<file path="src/rtl/archsys_pkg.sv">
// Shared definitions for the truth-table scan controller: FSM encoding and
// default build parameters.
package archsys_pkg;

    localparam int N_DEFAULT      = 5;
    localparam int SETTLE_DEFAULT = 1;
    localparam int TMR_W          = 4;

    typedef enum logic [1:0] {
        ST_IDLE   = 2'd0,
        ST_SETTLE = 2'd1,
        ST_SAMPLE = 2'd2,
        ST_DONE   = 2'd3
    } state_t;

endpackage

</file>
<file path="src/rtl/truth_scan_ctrl_settle_timer.sv">
// Loadable down-counter that times the settle window between driving x_out
// and sampling f_in.
module settle_timer
    import archsys_pkg::*;
(
    input  logic             clk,
    input  logic             rst_n,
    input  logic             i_load,
    input  logic [TMR_W-1:0] i_load_val,
    input  logic             i_dec,
    output logic             o_zero
);

    logic [TMR_W-1:0] r_cnt;

    always_ff @(posedge clk or negedge rst_n) begin
        if (!rst_n)
            r_cnt <= '0;
        else if (i_load)
            r_cnt <= i_load_val;
        else if (i_dec && (r_cnt != '0))
            r_cnt <= r_cnt - 1'b1;
    end

    assign o_zero = (r_cnt == '0);

endmodule

</file>
<file path="src/rtl/truth_scan_ctrl.sv">
// Exhaustive truth-table scanner: walks x_out over all 2^N inputs, samples
// f_in after a settle window and compares the result against a latched golden table.
module truth_scan_ctrl
    import archsys_pkg::*;
#(
    parameter int N      = N_DEFAULT,
    parameter int SETTLE = SETTLE_DEFAULT
) (
    input  logic              clk,
    input  logic              rst_n,
    input  logic              start,
    input  logic              abort,
    input  logic [(1<<N)-1:0] golden,
    input  logic              f_in,
    output logic [N-1:0]      x_out,
    output logic              busy,
    output logic              done,
    output logic [(1<<N)-1:0] table_out,
    output logic              pass,
    output logic [N:0]        err_cnt,
    output logic [N-1:0]      first_err,
    output logic              first_err_vld
);

    localparam int               W        = 1 << N;
    localparam logic [N-1:0]     LAST_IDX = '1;
    localparam logic [TMR_W-1:0] LOAD_VAL = (SETTLE > 0) ? TMR_W'(SETTLE - 1) : '0;
    localparam state_t           ST_STEP  = (SETTLE == 0) ? ST_SAMPLE : ST_SETTLE;

    state_t           r_state, w_nxt;
    logic [N-1:0]     r_idx;
    logic [W-1:0]     r_golden;
    logic [W-1:0]     r_table;
    logic [N:0]       r_err_cnt;
    logic [N-1:0]     r_first_err;
    logic             r_first_vld;
    logic             r_pass;
    logic             w_zero, w_load, w_dec, w_accept, w_mis;
    logic [N:0]       w_err_nxt;

    assign w_accept  = (r_state == ST_IDLE) && start && !abort;
    assign w_mis     = (f_in != r_golden[r_idx]);
    assign w_err_nxt = r_err_cnt + (N+1)'(w_mis);
    assign w_load    = (w_nxt == ST_SETTLE) && (r_state != ST_SETTLE);
    assign w_dec     = (r_state == ST_SETTLE);

    settle_timer u_timer (
        .clk        (clk),
        .rst_n      (rst_n),
        .i_load     (w_load),
        .i_load_val (LOAD_VAL),
        .i_dec      (w_dec),
        .o_zero     (w_zero)
    );

    always_ff @(posedge clk or negedge rst_n) begin
        if (!rst_n)
            r_state <= ST_IDLE;
        else
            r_state <= w_nxt;
    end

    always_comb begin
        w_nxt = r_state;
        case (r_state)
            ST_IDLE:   if (w_accept) w_nxt = ST_STEP;
            ST_SETTLE: begin
                if (abort)       w_nxt = ST_IDLE;
                else if (w_zero) w_nxt = ST_SAMPLE;
            end
            ST_SAMPLE: begin
                if (abort)                  w_nxt = ST_IDLE;
                else if (r_idx == LAST_IDX) w_nxt = ST_DONE;
                else                        w_nxt = ST_STEP;
            end
            ST_DONE:   w_nxt = ST_IDLE;
            default:   w_nxt = ST_IDLE;
        endcase
    end

    always_comb begin
        busy = 1'b0;
        done = 1'b0;
        case (r_state)
            ST_SETTLE, ST_SAMPLE: busy = 1'b1;
            ST_DONE:              done = 1'b1;
            default: ;
        endcase
    end

    // pass is resolved on the final sample edge so it is already valid while done is high
    always_ff @(posedge clk or negedge rst_n) begin
        if (!rst_n) begin
            r_idx       <= '0;
            r_golden    <= '0;
            r_table     <= '0;
            r_err_cnt   <= '0;
            r_first_err <= '0;
            r_first_vld <= 1'b0;
            r_pass      <= 1'b0;
        end else begin
            case (r_state)
                ST_IDLE: begin
                    if (w_accept) begin
                        r_golden    <= golden;
                        r_table     <= '0;
                        r_err_cnt   <= '0;
                        r_first_vld <= 1'b0;
                        r_pass      <= 1'b0;
                        r_idx       <= '0;
                    end
                end
                ST_SETTLE: begin
                    if (abort) r_pass <= 1'b0;
                end
                ST_SAMPLE: begin
                    if (abort) begin
                        r_pass <= 1'b0;
                    end else begin
                        r_table[r_idx] <= f_in;
                        r_err_cnt      <= w_err_nxt;
                        if (w_mis && !r_first_vld) begin
                            r_first_err <= r_idx;
                            r_first_vld <= 1'b1;
                        end
                        if (r_idx == LAST_IDX)
                            r_pass <= (w_err_nxt == '0);
                        else
                            r_idx <= r_idx + 1'b1;
                    end
                end
                default: ;
            endcase
        end
    end

    assign x_out         = r_idx;
    assign table_out     = r_table;
    assign pass          = r_pass;
    assign err_cnt       = r_err_cnt;
    assign first_err     = r_first_err;
    assign first_err_vld = r_first_vld;

endmodule

</file>
<file path="config.mk">
export PLATFORM = sky130hd
export DESIGN_NAME = truth_scan_ctrl
export DESIGN_NICKNAME = d
export VERILOG_FILES = /design/src/rtl/archsys_pkg.sv /design/src/rtl/truth_scan_ctrl_settle_timer.sv /design/src/rtl/truth_scan_ctrl.sv
export SDC_FILE = /design/constraint.sdc
export NUM_CORES = 1
export LEC_CHECK = 0
export CAP_MARGIN = 20
export CORE_MARGIN = 2
export CORE_UTILIZATION = 35
export DETAILED_ROUTE_END_ITERATION = 8
export DONT_BUFFER_PORTS = 1
export GPL_TIMING_DRIVEN = 0
export SYNTH_ARGS = -nofsm -noshare
export SYNTH_HDL_FRONTEND = slang
export SYNTH_SLANG_ARGS = --single-unit
</file>
<file path="constraint.sdc">
create_clock -name clk -period 3.4 [get_ports clk]
set_input_delay 0.85 -clock clk [delete_from_list [all_inputs] [get_ports clk]]
set_output_delay 0.85 -clock clk [all_outputs]
set_load 0.005 [all_outputs]
</file>
==> flow_summary.rst, run 1 <==
.. list-table::
   :header-rows: 1

   * - Metric
     - Value
   * - Status
     - complete, no violations
   * - Top cell type by total area after synthesis
     - sky130_fd_sc_hd__dfrtp_1
   * - Combinational family with the most area after synthesis
     - multiplexers
   * - Portion of netlist area occupied by mux cells
     - 0.201
   * - Post-synthesis instance area
     - 4570 µm²
   * - Via density per instance
     - 5.19
   * - Worst-margin pin slew
     - 0.621 ns
   * - Slowest library cell on the worst path
     - sky130_fd_sc_hd__dfrtp_2
   * - DIE AREA
     - 14,000 µm²
   * - Leakage power total
     - 2.29 nW
   * - Final net count
     - 514
   * - DRC violation count after routing
     - 0
   * - Port-buffer cells
     - 0
   * - Sequential-to-total area share from yosys stat
     - 0.482
   * - Post-detailed-route wirelength per cell
     - 17.6 µm
   * - Slew headroom
     - 0.586
   * - Worst Reg-to-Reg Cells
     - 13
   * - Count of flip-flops with a built-in enable after synthesis
     - 0
   * - Multi-input combinational cell area
     - 2180 µm²
   * - Startpoint type of the worst setup path
     - flip-flop
   * - Count of inserted antenna diode cells
     - 0
   * - Routability-driven placement congestion ratio
     - 0.801
   * - Post-layout utilization of the core
     - 0.401
   * - CTS H-tree lvls
     - 3
   * - Horiz. Die Dim
     - 118 µm
   * - Maxcap violations
     - 0
   * - Hold Path Class
     - primary input to asynchronous set/reset pin
   * - Synthesis Warnings
     - 0
   * - Worst path max stage delay
     - 0.44 ns
   * - Clock root cell
     - sky130_fd_sc_hd__clkbuf_16
   * - Starting Density
     - 0.361
   * - Number of sinks handled by clock tree synthesis
     - 88
   * - Hpwl dp
     - 8.13 mm
   * - DRT iter0 DRCs
     - 178
   * - RSZ-0062 raised after global routing
     - no
   * - Global Route Usage Sum
     - 0.168
   * - Number of endpoints failing setup at the final stage
     - 0
   * - Count of different cell masters after synthesis
     - 39
   * - Synthesis-to-layout area growth
     - 11.3%
   * - Complex-gate fraction of the synthesized area
     - 0.0863
   * - Placement Rows
     - 41
   * - Maximum VDD drop
     - 0.000246 V
   * - Flops & latches, synth
     - 88
   * - Min Clock Period, post-route
     - 3.08 ns
   * - Total Negative Setup Slacks
     - 0 ns
   * - Wire length of the first global-routing pass
     - 18.4 mm
   * - Mean instance size in the synthesized netlist
     - 10.1 µm²
   * - Total I/O pin count
     - 89
   * - GRT overflow
     - 0
   * - DRT antenna net count
     - 0
   * - Critical Path Sink Type
     - flip-flop
   * - Worst setup path class
     - flip-flop to flip-flop
   * - Number of global-route vias before repair
     - 3,395
   * - Number of fillers in the final layout
     - 1,260
   * - Top library cells by usage in the layout, fill and taps aside
     - sky130_fd_sc_hd__nand2_1, sky130_fd_sc_hd__dfrtp_1, sky130_fd_sc_hd__mux2i_1
   * - Final max-slew violation count
     - 0
   * - Pin count of the biggest net entering global routing
     - 89
   * - Maximum clock skew at final layout
     - 0.00800 ns
   * - Clk Latency, worst-skew pair
     - 0.35 ns
   * - Worst endpoint required time
     - 3.65 ns
   * - Maximum net fanout on the critical path
     - 10
   * - Share of synthesized cell area in full adder, half adder and majority cells
     - 0.0329
   * - Area fraction in and, or, nand and nor cells after synthesis
     - 0.150
   * - Final hold violation count
     - 0
   * - Total wire length after detailed routing
     - 11.3 mm
   * - Length of the first detailed-routing pass in iterations
     - 4
   * - Share of the synthesized area in the top cell type
     - 0.482
   * - Clock tree from TritonCTS
     - done
   * - Clock-pin slew reported for the worst setup and hold paths after clock tree synthesis
     - 0.06 ns
   * - Cell-by-cell listing of the critical path
     - buf_6 -> buf_12 -> mux2i_1 -> nand2_1 -> nand4_1 -> nand4_2 -> xnor2_1 -> ha_1 -> ha_1 -> or3_1 -> nand2_1 -> a31oi_1 -> o31ai_1
   * - Cell type group with the largest total delay on the critical path
     - simple AND/OR/NAND/NOR gates
   * - Initial antenna violation count
     - 0
   * - Post-Syn Instances
     - 454
   * - Area of the core
     - 12,700 µm²
   * - Maximum clock rate
     - 325 MHz
   * - Ranking of synthesized cells by area
     - sky130_fd_sc_hd__dfrtp_1, sky130_fd_sc_hd__mux2i_1, sky130_fd_sc_hd__mux2_2, sky130_fd_sc_hd__nand2_1, sky130_fd_sc_hd__o21ai_0
   * - Number of buffers created by CTS
     - 9
   * - Total power per unit cell area
     - 702 nW/µm²
   * - Arrival time at the worst endpoint
     - 3.33 ns
   * - Share of the clock period used by the worst path
     - 0.906
   * - Share of async-settable or async-resettable flops after synthesis
     - 1.00
   * - Layout cells sized above 1
     - 0.149
   * - Levels on crit path
     - 13
   * - Routed vias
     - 3,330
   * - Xor/xnor cell area share of the yosys netlist
     - 0.00575
   * - Sequential cell area
     - 2200 µm²
   * - Commonest register cell after synthesis
     - sky130_fd_sc_hd__dfrtp_1
   * - Largest buffer count on any clock path
     - 2
   * - Power, Total
     - 0.00357 W
   * - Net count after synthesis
     - 503
   * - Die H
     - 118 µm
   * - Critical path buffers and inverters
     - 2
## layer usage
| layer | share of wire | wire [µm] | GRT usage | vias to the layer above |
|---|---|---|---|---|
| met5 | 0 | 0 | 0 | - |
| met2 | 0.46 | 5240 | 0.261 | 87 |
| met3 | 0.073 | 825 | 0.0579 | 18 |
| met1 | 0.44 | 5030 | 0.216 | 1630 |
| met4 | 0.019 | 214 | 0.0633 | 0 |
| li1 | - | - | - | 1595 |
## per-stage QoR
stage	hold WS, ns	setup WS, ns	cell area [µm²]	std cells
final	0.197	0.320	5080	642
after global routing	0.178	0.0707	5080	642
after CTS	0.178	0.217	5080	642
after detailed placement	0.492	0.243	4780	626
after global placement	0.489	0.319	4780	626
after floorplan	0.472	0.805	4570	454
## cell type report
class	instances	area share
buffer	27	0.0293
clock buffer	11	0.0477
clock inverter	5	0.0111
inverter	11	0.00812
multi-input combinational	328	0.428
sequential	88	0.433
tap	172	0.0423
## cells in the mapped netlist (3+ instances only)
master and instances:
sky130_fd_sc_hd__nor3_1 11, sky130_fd_sc_hd__xnor2_1 3, sky130_fd_sc_hd__ha_1 12, sky130_fd_sc_hd__dfrtp_1 88, sky130_fd_sc_hd__a21oi_1 14, sky130_fd_sc_hd__nand3_1 14, sky130_fd_sc_hd__nor2_1 20, sky130_fd_sc_hd__mux2i_1 48
sky130_fd_sc_hd__buf_2 10, sky130_fd_sc_hd__inv_1 11, sky130_fd_sc_hd__clkbuf_1 10, sky130_fd_sc_hd__nand2_1 87, sky130_fd_sc_hd__nand4_1 4, sky130_fd_sc_hd__nand2b_1 7, sky130_fd_sc_hd__mux2_2 37, sky130_fd_sc_hd__and3_1 3
sky130_fd_sc_hd__o21ai_0 43, sky130_fd_sc_hd__nor4_1 3, sky130_fd_sc_hd__buf_1 3
## flip-flops by register name, indices dropped and copies added, names as in the netlist
signal         cells
err_cnt            6
first_err          5
first_err_vld      1
pass               1
r_golden          32
r_state            2
table_out         32
u_timer.r_cnt      4
x_out              5
## timing repair
action                     4_1_cts  5_1_grt
setup endpoints to repair        0        1
resized for setup                0        1
hold buffers                     0        0
buffers inserted                 0        0
## worst register-to-register path, cell delays in order, from the launching register on
cell and delay (ns):
sky130_fd_sc_hd__dfrtp_2 0.44, sky130_fd_sc_hd__buf_6 0.21, sky130_fd_sc_hd__buf_12 0.17, sky130_fd_sc_hd__mux2i_1 0.32, sky130_fd_sc_hd__nand2_1 0.09, sky130_fd_sc_hd__nand4_1 0.09, sky130_fd_sc_hd__nand4_2 0.21, sky130_fd_sc_hd__xnor2_1 0.21
sky130_fd_sc_hd__ha_1 0.22, sky130_fd_sc_hd__ha_1 0.24, sky130_fd_sc_hd__or3_1 0.39, sky130_fd_sc_hd__nand2_1 0.09, sky130_fd_sc_hd__a31oi_1 0.09, sky130_fd_sc_hd__o31ai_1 0.23
## worst paths after layout
check                                  start      endpoint  slack (ns)
worst min register to register  r_golden[30]  r_golden[30]        0.50
worst max-delay path                x_out[0]          pass        0.32
worst min-delay path                   rst_n  r_golden[19]        0.20
worst max register to register      x_out[0]          pass        0.32
max in group asynchronous              rst_n      x_out[0]        3.07
min in group clk                r_golden[30]  r_golden[30]        0.50
## report_power, final
part / switching [W] / leakage, nW / total [W] / internal (W)
combinational: 0.000548 / 0.994 / 0.00102 / 0.000473
sequential: 0.000206 / 1.15 / 0.00155 / 0.00134
clock: 0.000410 / 0.145 / 0.000999 / 0.000588
## logic make-up (layout without fill, tap and decap cells)
logic type               Yosys count  after routing
flip-flops                        88             88
multiplexers                      86             86
AO/OA/AOI/OAI                     71             71
buffers and inverters             38             54
AND/OR/NAND/NOR                  156            156
adder cells (fa/ha/maj)           12             12
XOR/XNOR                           3              3
Note: power is estimated with default switching activity, not from simulation.
==> run 2, diff against run 1 <==
ABC_CLOCK_PERIOD_IN_PS = 3400   (was not set)
CORE_MARGIN = not set   (was 2)
SYNTH_HIERARCHICAL = 1   (was not set)
==> flow_summary.rst, run 2 <==
.. list-table::
   :header-rows: 1

   * - Metric
     - Value
   * - Status
     - complete, no violations
   * - Sequential-to-total area share from yosys stat
     - 0.475
   * - Worst endpoint required time
     - 3.69 ns
   * - Commonest register cell after synthesis
     - sky130_fd_sc_hd__dfrtp_1
   * - Total wire length after detailed routing
     - 11.2 mm
   * - Maximum clock rate
     - 321 MHz
   * - Maxcap violations
     - 0
   * - Cell type group with the largest total delay on the critical path
     - simple AND/OR/NAND/NOR gates
   * - Length of the first detailed-routing pass in iterations
     - 4
   * - Slowest library cell on the worst path
     - sky130_fd_sc_hd__mux4_2
   * - DIE AREA
     - 13,700 µm²
   * - Post-detailed-route wirelength per cell
     - 17.7 µm
   * - Ranking of synthesized cells by area
     - sky130_fd_sc_hd__dfrtp_1, sky130_fd_sc_hd__mux2_2, sky130_fd_sc_hd__mux2i_1, sky130_fd_sc_hd__nand2_1, sky130_fd_sc_hd__o21ai_0
   * - Synthesis Warnings
     - 6
   * - Share of the synthesized area in the top cell type
     - 0.475
   * - Most common cell in the synthesized netlist
     - sky130_fd_sc_hd__dfrtp_1
   * - Share of async-settable or async-resettable flops after synthesis
     - 1.00
   * - Number of global-route vias before repair
     - 3,400
   * - Global Route Usage Sum
     - 0.180
   * - Critical Path Sink Type
     - flip-flop
   * - Final hold violation count
     - 0
   * - Cell-by-cell listing of the critical path
     - buf_6 -> mux4_2 -> a22oi_1 -> o21a_1 -> a31oi_2 -> nor2_2 -> ha_1 -> nand3_1 -> nor2_1 -> xnor2_1 -> nand2_1 -> nor4_1 -> mux2_2
   * - Clock root cell
     - sky130_fd_sc_hd__clkbuf_16
   * - Number of non-filler instances in the completed layout
     - 634
   * - Leakage power total
     - 2.31 nW
   * - Placement Rows
     - 41
   * - Area of the core
     - 12,800 µm²
   * - Count of different cell masters after synthesis
     - 50
   * - Number of buffers created by CTS
     - 9
   * - DRT antenna net count
     - 0
   * - Routability-driven placement congestion ratio
     - 0.790
   * - Initial antenna violation count
     - 0
   * - Min Clock Period, post-route
     - 3.11 ns
   * - Flops & latches, synth
     - 88
   * - Pin count of the biggest net entering global routing
     - 89
   * - Slew headroom
     - 0.613
   * - DRT iter0 DRCs
     - 129
   * - Routed vias
     - 3,298
   * - DRC violation count after routing
     - 0
   * - Starting Density
     - 0.363
   * - Post-CTS setup buffers
     - 0
   * - Top cell type by total area after synthesis
     - sky130_fd_sc_hd__dfrtp_1
   * - Maximum clock skew at final layout
     - 0.0124 ns
   * - Mean instance size in the synthesized netlist
     - 10.5 µm²
   * - Number of sinks handled by clock tree synthesis
     - 88
   * - Top library cells by usage in the layout, fill and taps aside
     - sky130_fd_sc_hd__dfrtp_1, sky130_fd_sc_hd__nand2_1, sky130_fd_sc_hd__o21ai_0
   * - Via density per instance
     - 5.20
   * - Post-layout utilization of the core
     - 0.404
   * - Die H
     - 117 µm
   * - Startpoint type of the worst setup path
     - flip-flop
   * - Hpwl dp
     - 8.15 mm
   * - Arrival time at the worst endpoint
     - 3.41 ns
   * - Count of inserted antenna diode cells
     - 0
   * - Post-synthesis instance area
     - 4630 µm²
   * - Share of the clock period used by the worst path
     - 0.916
   * - Layout cells sized above 1
     - 0.175
   * - Clock tree from TritonCTS
     - done
   * - Synthesis-to-layout area growth
     - 11.4%
   * - Critical path buffers and inverters
     - 1
   * - Hold Path Class
     - primary input to asynchronous set/reset pin
   * - Wire length of the first global-routing pass
     - 18.2 mm
   * - Top cell types by occurrence after synthesis
     - sky130_fd_sc_hd__dfrtp_1, sky130_fd_sc_hd__nand2_1, sky130_fd_sc_hd__o21ai_0
   * - Number of fillers in the final layout
     - 1,265
   * - Maximum VDD drop
     - 0.000446 V
   * - Clk Latency, worst-skew pair
     - 0.35 ns
   * - Number of endpoints failing setup at the final stage
     - 0
   * - Multi-input combinational cell area
     - 2290 µm²
   * - Total I/O pin count
     - 89
   * - Worst setup path class
     - flip-flop to flip-flop
   * - Largest buffer count on any clock path
     - 2
   * - Final max-slew violation count
     - 0
   * - Final net count
     - 506
   * - Sequential cell area
     - 2200 µm²
   * - Worst-margin pin slew
     - 0.580 ns
   * - Clock-pin slew reported for the worst setup and hold paths after clock tree synthesis
     - 0.07 ns
   * - Leading cell type in the layout, fill and taps excluded
     - sky130_fd_sc_hd__dfrtp_1
   * - CTS H-tree lvls
     - 3
   * - Count of flip-flops with a built-in enable after synthesis
     - 0
   * - Worst path max stage delay
     - 0.51 ns
   * - RSZ-0062 raised after global routing
     - no
   * - Horiz. Die Dim
     - 117 µm
   * - Total power per unit cell area
     - 607 nW/µm²
   * - Post-Syn Instances
     - 443
   * - GRT overflow
     - 0
   * - Maximum net fanout on the critical path
     - 10
   * - Instance count after placement with tap cells included
     - 618
   * - Port-buffer cells
     - 0
==> run 2: power breakdown <==
group	internal (W)	total (W)	switching (W)
logic	0.000396	0.000775	0.000378
registers	0.00128	0.00141	0.000133
clock network	0.000535	0.000945	0.000410
total	0.00221	0.00313	0.000921
==> run 2: area by class of cell <==
| cell class | count | share of cell area |
|---|---|---|
| buffer | 30 | 0.0269 |
| clock buffer | 12 | 0.0497 |
| clock inverter | 4 | 0.00557 |
| inverter | 9 | 0.00654 |
| multi-input combinational | 319 | 0.443 |
| sequential | 88 | 0.427 |
| tap | 172 | 0.0417 |
==> run 2: cell families after synthesis <==
logic type | Yosys count | synth area share
AO/OA/AOI/OAI | 73 | 0.0942
multiplexers | 89 | 0.209
adder cells (fa/ha/maj) | 12 | 0.0324
buffers and inverters | 39 | 0.0367
flip-flops | 88 | 0.475
AND/OR/NAND/NOR | 136 | 0.142
XOR/XNOR | 5 | 0.00945
other | 1 | 0.000809
==> run 2: path summary, 6_finish.rpt <==
path	startpoint	endpoint	slack [ns]	depth (start not counted)
max	x_out[0]	pass	0.29	13
min	rst_n	r_state[1]	0.19	0
max reg2reg	x_out[0]	pass	0.29	13
min reg2reg	r_golden[18]	r_golden[18]	0.50	1
max in group asynchronous	rst_n	r_golden[23]	3.04	0
min in group clk	r_golden[18]	r_golden[18]	0.50	1
==> run 2: repair_timing <==
| item | 4_1_cts | 5_1_grt |
|---|---|---|
| endpoints found under the setup margin | 1 | 1 |
| endpoints found under the hold margin | 0 | 0 |
| hold buffers | 0 | 0 |
| gates resized for setup | 1 | 8 |
==> run 2: stage by stage <==
step / area (µm²) / power, W / hold WS (ns) / TNS, ns / setup WS (ns)
6_report: 5160 / 0.00313 / 0.193 / 0 / 0.286
5_1_grt: 5160 / 0.00333 / 0.179 / 0 / 0.0412
4_1_cts: 5150 / 0.00317 / 0.178 / 0 / 0.0222
3_5_place_dp: 4860 / 0.00221 / 0.492 / -0.00677 / -0.00677
3_3_place_gp: 4860 / 0.00216 / 0.483 / -0.0223 / -0.0223
2_1_floorplan: 4650 / 0.00202 / 0.474 / 0 / 0.701
==> run 2: metal layers <==
| metal | vias to the layer above | track usage | wire length [µm] |
|---|---|---|---|
| met5 | - | 0 | 0 |
| met4 | 0 | 0.0751 | 256 |
| met3 | 14 | 0.0608 | 678 |
| met2 | 87 | 0.299 | 5460 |
| met1 | 1628 | 0.213 | 4820 |
| li1 | 1569 | - | - |
